### src/rtl/if_prefetch_buffer_pkg.sv
// riscv_defines: shared word width, FIFO entry layout and prefetch FSM states
package riscv_defines;
   localparam int WORD_WIDTH = 32;
   typedef struct packed {
      logic [WORD_WIDTH-1:0] addr;
      logic [WORD_WIDTH-1:0] instr;
   } fetch_entry_t;
   typedef enum logic {PF_IDLE, PF_RUN} pf_state_e;
endpackage

### src/rtl/if_prefetch_buffer_fifo.sv
// sync_fifo: register-based FIFO with flush, occupancy count and no read bypass
module sync_fifo #(
   parameter int WIDTH = 64,
   parameter int DEPTH = 4
) (
   input  logic                       clk,
   input  logic                       rst,
   input  logic                       flush,
   input  logic                       push,
   input  logic                       pop,
   input  logic [WIDTH-1:0]           wdata,
   output logic [WIDTH-1:0]           rdata,
   output logic                       valid,
   output logic [$clog2(DEPTH+1)-1:0] count
);
   localparam int AW = $clog2(DEPTH);
   localparam int CW = $clog2(DEPTH+1);
   logic [WIDTH-1:0] mem [DEPTH];
   logic [AW-1:0]    wr_ptr;
   logic [AW-1:0]    rd_ptr;
   // pointers and occupancy; flush discards everything, including a same-cycle push
   always_ff @(posedge clk) begin
      if (rst || flush) begin
         wr_ptr <= '0;
         rd_ptr <= '0;
         count  <= '0;
      end else begin
         if (push) wr_ptr <= wr_ptr + 1'b1;
         if (pop) rd_ptr <= rd_ptr + 1'b1;
         count <= count + CW'(push) - CW'(pop);
      end
   end
   // storage array, contents only meaningful while counted
   always_ff @(posedge clk) begin
      if (push) mem[wr_ptr] <= wdata;
   end
   assign valid = count != '0;
   assign rdata = valid ? mem[rd_ptr] : '0;
endmodule

### src/rtl/if_prefetch_buffer.sv
// if_prefetch_buffer: pipelined req/gnt/rvalid instruction fetch with branch flush
module if_prefetch_buffer #(
   parameter int WORD_WIDTH = riscv_defines::WORD_WIDTH,
   parameter int DEPTH      = 4,
   parameter int MAX_OUTST  = 2
) (
   input  logic                  clk,
   input  logic                  rst,
   input  logic                  fetch_en_i,
   input  logic [WORD_WIDTH-1:0] pc_start_addr_i,
   input  logic                  branch_i,
   input  logic [WORD_WIDTH-1:0] branch_addr_i,
   output logic                  instr_req_o,
   output logic [WORD_WIDTH-1:0] instr_addr_o,
   input  logic                  instr_gnt_i,
   input  logic                  instr_rvalid_i,
   input  logic [WORD_WIDTH-1:0] instr_rdata_i,
   output logic                  fetch_valid_o,
   input  logic                  fetch_ready_i,
   output logic [WORD_WIDTH-1:0] fetch_instr_o,
   output logic [WORD_WIDTH-1:0] fetch_addr_o,
   output logic                  busy_o
);
   import riscv_defines::*;
   localparam int OW = $clog2(MAX_OUTST+1);
   localparam int CW = $clog2(DEPTH+1);
   pf_state_e             state;
   pf_state_e             state_next;
   logic [WORD_WIDTH-1:0] issue_pc;
   logic [WORD_WIDTH-1:0] resp_pc;
   logic [WORD_WIDTH-1:0] stale_addr;
   logic [OW-1:0]         outstanding;
   logic [OW-1:0]         outstanding_next;
   logic [OW-1:0]         discard;
   logic [CW-1:0]         fifo_count;
   logic                  hold;
   logic                  stale;
   logic                  run;
   logic                  br;
   logic                  gnt;
   logic                  rv;
   logic                  drop;
   logic                  push;
   logic                  pop;
   assign run = state == PF_RUN;
   assign br  = run & branch_i;
   // a raised request stays up until granted; otherwise issue only with reserved FIFO space
   assign instr_req_o = run & (hold | (fetch_en_i & (int'(outstanding) < MAX_OUTST)
                                       & (int'(fifo_count) + int'(outstanding) < DEPTH)));
   assign instr_addr_o     = stale ? stale_addr : issue_pc;
   assign gnt              = instr_req_o & instr_gnt_i;
   assign rv               = instr_rvalid_i & (outstanding != '0);
   assign drop             = rv & (discard != '0);
   assign push             = rv & ~drop & ~br;
   assign pop              = fetch_valid_o & fetch_ready_i & ~br;
   assign outstanding_next = outstanding + OW'(gnt) - OW'(rv);
   assign busy_o           = (outstanding != '0) | (discard != '0);
   // state register
   always_ff @(posedge clk) begin
      state <= rst ? PF_IDLE : state_next;
   end
   // IDLE leaves on fetch enable; RUN is only left through reset
   always_comb begin
      state_next = (state == PF_IDLE && fetch_en_i) ? PF_RUN : state;
   end
   // PCs, in-flight bookkeeping and the stale (pre-branch) request tracker
   always_ff @(posedge clk) begin
      if (rst) begin
         issue_pc    <= '0;
         resp_pc     <= '0;
         stale_addr  <= '0;
         outstanding <= '0;
         discard     <= '0;
         hold        <= 1'b0;
         stale       <= 1'b0;
      end else begin
         outstanding <= outstanding_next;
         hold        <= instr_req_o & ~instr_gnt_i;
         if (state == PF_IDLE && fetch_en_i) begin
            issue_pc <= pc_start_addr_i;
            resp_pc  <= pc_start_addr_i;
         end else if (br) begin
            issue_pc   <= branch_addr_i;
            resp_pc    <= branch_addr_i;
            discard    <= outstanding_next;
            stale      <= instr_req_o & ~instr_gnt_i;
            stale_addr <= instr_addr_o;
         end else begin
            if (gnt) stale <= 1'b0;
            if (gnt && !stale) issue_pc <= issue_pc + WORD_WIDTH'(4);
            if (push) resp_pc <= resp_pc + WORD_WIDTH'(4);
            discard <= discard + OW'(gnt & stale) - OW'(drop);
         end
      end
   end
   sync_fifo #(
      .WIDTH(2*WORD_WIDTH),
      .DEPTH(DEPTH)
   ) u_fifo (
      .clk   (clk),
      .rst   (rst),
      .flush (br),
      .push  (push),
      .pop   (pop),
      .wdata ({resp_pc, instr_rdata_i}),
      .rdata ({fetch_addr_o, fetch_instr_o}),
      .valid (fetch_valid_o),
      .count (fifo_count)
   );
endmodule

### config.mk
export PLATFORM = sky130hd
export DESIGN_NAME = if_prefetch_buffer
export DESIGN_NICKNAME = d
export VERILOG_FILES = /design/src/rtl/if_prefetch_buffer_pkg.sv /design/src/rtl/if_prefetch_buffer_fifo.sv /design/src/rtl/if_prefetch_buffer.sv
export SDC_FILE = /design/constraint.sdc
export NUM_CORES = 1
export LEC_CHECK = 0
export CORE_ASPECT_RATIO = 0.5
export CORE_MARGIN = 3
export CORE_UTILIZATION = 56
export DETAILED_ROUTE_END_ITERATION = 12
export PLACE_DENSITY = 0.81
export SLEW_MARGIN = 5
export SYNTH_ARGS = -nofsm -noshare
export SYNTH_HDL_FRONTEND = slang
export SYNTH_SLANG_ARGS = --single-unit
### constraint.sdc
create_clock -name clk -period 5.86 [get_ports clk]
set_input_delay 0.586 -clock clk [delete_from_list [all_inputs] [get_ports clk]]
set_output_delay 0.586 -clock clk [all_outputs]
set_load 0.005 [all_outputs]
==> impl_metrics.csv <==
group,metric,value,unit
worst_setup_path,crit_slowest_cell,"dfxtp_4",
cells_and_area,syn_to_final_growth,20.4,%
placement,dp_hpwl,24600,µm
cells_and_area,multiInputGateArea,5650,µm²
worst_setup_path,cp_max_fo,43,
job,drv_cap,0,
cells_and_area,fin_area,19200,µm²
cells_and_area,layout_common_cells,"256 x edfxtp_1, 200 x clkdlybuf4s50_1, 108 x dfxtp_1, 102 x nor2_1",
sta,whs,0.491,ns
die,io_pins,202,
power_and_ir_drop,power_density,350,nW/µm²
sta,drv_slew,0,
cts,root_buffer,"clkbuf_16",
sta,skew,0.0166,ns
cts,cts_buffers,31,
cells_and_area,utilization,70.6,%
yosys,syn_inst,1189,
cts,cts_tree,"built",
placement,dp.cells,1701,
placement,portBuffers,201,
yosys,yosys.area_share.adder,1.15,%
cts,clock_path_buffers,3,
die,dieArea,30600,µm²
yosys,synth-xor-area-share,0.605,%
worst_setup_path,crit_family,"buffers and inverters",
cells_and_area,final_common_cell,"edfxtp_1",
sta,setup_ws,1.95,ns
yosys,synth_compound_area_share,9.33,%
cts,cts.sinks,366,
cts,clock_latency,0.58,ns
die,start_util,58.6,%
route,vias,10782,
die,rows,42,
global_route,grt_start_max_net_pins,111,
route,drt-pass1-iter-count,5,
yosys,synth_cell_types,74,
cells_and_area,fill_cells,1868,
route,routed_wl,38000,µm
route,vias_per_cell,6.13,
placement,postPlaceCellArea,18200,µm²
worst_setup_path,path_buf_inv,2,
cts,htree_levels,1,
yosys,synth.avg_cell_area,13.4,µm²
global_route,grt_pass1_wl,59700,µm
power_and_ir_drop,irDropWorstVdd,0.237,mV
sta,max_freq,256,MHz
worst_setup_path,worst_ep_arrival_time,3.32,ns
cts,postCtsSetupRepairBufs,0,
global_route,gr-total-overflow,0,
yosys,ys_ff_latch,366,
die,core_area,27200,µm²
route,antenna_left,0,
yosys,ys.flop_type,"edfxtp_1",
placement,place_ws,2.23,ns
yosys,ys_warn_count,0,
cells_and_area,fin_cells,1760,
cells_and_area,regArea,9890,µm²
sta,min_period,3.91,ns
global_route,grt_pass1_vias,10441,
yosys,synth-simple-area-share,13.1,%
status,run_status,"finished clean",
yosys,synth_area_leader_cell,"edfxtp_1",
cells_and_area,final_nets,1477,
yosys,syn_area,15900,µm²
power_and_ir_drop,p_total,6.71,mW
yosys,yosysSeqAreaShare,62.1,%
placement,gp_congestion,0.909,
worst_setup_path,critPathLaunchType,"flop",
sta,grt_setup_unrepaired,"false",
worst_setup_path,critPathCaptureType,"primary output",
route,drc,0,
sta,relSlewSlack,20.6,%
sta,fin_crit_sh,66.7,%
cts,clk_transition_reported_paths,0.07,ns
die,die_y,125,µm
worst_setup_path,slowest_delay,0.91,ns
global_route,grtUsageTotal,24.7,%
sta,finalSetupViolations,0,
route,drt-initial-drc-count,1375,
yosys,muxShareOfSynthArea,11.2,%
worst_setup_path,crit_type,"reg2out",
die,die_width,244,µm
cells_and_area,drive_above_1_share,13.4,%
worst_setup_path,worstPathRequired,5.27,ns
yosys,synth_top_area_share,48.3,%
yosys,synth-async-reset-ratio,0,%
yosys,synth_edf_count,256,
min_path,holdCritPathClass,"reg2reg",
sta,setup_tns,0,ns
yosys,synth_top_family_by_area,"simple AND/OR/NAND/NOR gates",
sta,worst_pin_slew,1.19,ns
yosys,synth.area.top_cells,"edfxtp_1 48%, dfxtp_1 14%, mux4_2 9.1%",
sta,finalHoldViolCount,0,
cts,cts-resized-gates,0,
yosys,syn_nets,1306,
route,avgRoutedWirePerCell,21.6,µm
cts,cts_hold_buf,0,
worst_setup_path,path_cells,"buf_4 > mux4_2 > and2_1 > clkdlybuf4s50_1",
power_and_ir_drop,p_leak,6.37,nW
global_route,antenna_found_initial,1,
-- tightest hold or removal path, cell delays in order, from the launching register on --
cell and delay (ns):
dfxtp_1 0.31, nor2_1 0.09, nor3_1 0.05
-- synth_stat cells (7+ instances only) --
| library cell | count |
|---|---|
| a22o_1 | 10 |
| a22oi_1 | 25 |
| mux2_2 | 27 |
| o21ai_1 | 16 |
| clkbuf_1 | 39 |
| nor3_1 | 60 |
| nor2_1 | 103 |
| o21ai_0 | 20 |
| and2_1 | 69 |
| mux4_2 | 64 |
| ha_1 | 13 |
| nand4_1 | 14 |
| edfxtp_1 | 256 |
| and3_1 | 10 |
| nand2_1 | 50 |
| buf_1 | 7 |
| a211oi_1 | 26 |
| nand3_1 | 27 |
| buf_2 | 29 |
| a21oi_1 | 68 |
| inv_1 | 18 |
| dfxtp_1 | 110 |
-- layout make-up --
type	instances	area share, %
diodes	1	0.0130
multi-input cells	728	29.4
clock inverters	18	0.926
inverters	19	0.372
well taps	374	2.44
repair buffers	214	11.0
flip-flops and latches	366	51.6
clock buffers	40	4.22
-- cells by family after synthesis --
family	after synthesis
and+or+nand+nor	386
DFF	366
AOI/OAI and AO/OA	222
buffers and inverters	95
muxes	95
adders and majority gates	14
xor gates and xnor gates	11
-- metal layers --
| metal | part of all wire (%) | track usage, % | vias to the layer above |
|---|---|---|---|
| met5 | 0 | 0 | - |
| met4 | 1.9 | 5.10 | 0 |
| met3 | 8.0 | 4.07 | 52 |
| met2 | 49 | 40.4 | 469 |
| met1 | 41 | 35.4 | 5347 |
| li1 | - | - | 4914 |
-- power by group --
group	internal (mW)	switching, mW
Combinational	0.892	0.686
Clock	1.11	0.919
Sequential	2.93	0.164
-- final timing paths --
check	from	endpoint	slack, ns	cells after the start
setup / recovery	flop	fetch_addr_o[21]	1.95	4
hold / removal	stale_addr[30]$_SDFFE_PP0P_	stale_addr[30]$_SDFFE_PP0P_	0.49	2
hold reg to reg	stale_addr[30]$_SDFFE_PP0P_	stale_addr[30]$_SDFFE_PP0P_	0.49	2
setup reg to reg	outstanding[1]$_SDFF_PP0_	issue_pc[28]$_SDFFE_PP0P_	2.68	6
-- sequential cells by signal, summed over array words and instances (netlist names), named ones only --
name           cells
discard            2
hold               1
issue_pc          31
outstanding        2
resp_pc           31
run                1
stale              1
stale_addr        32
u_fifo.count       3
u_fifo.mem       256
u_fifo.rd_ptr      2
u_fifo.wr_ptr      2
Power figures use the tool's default switching activity.
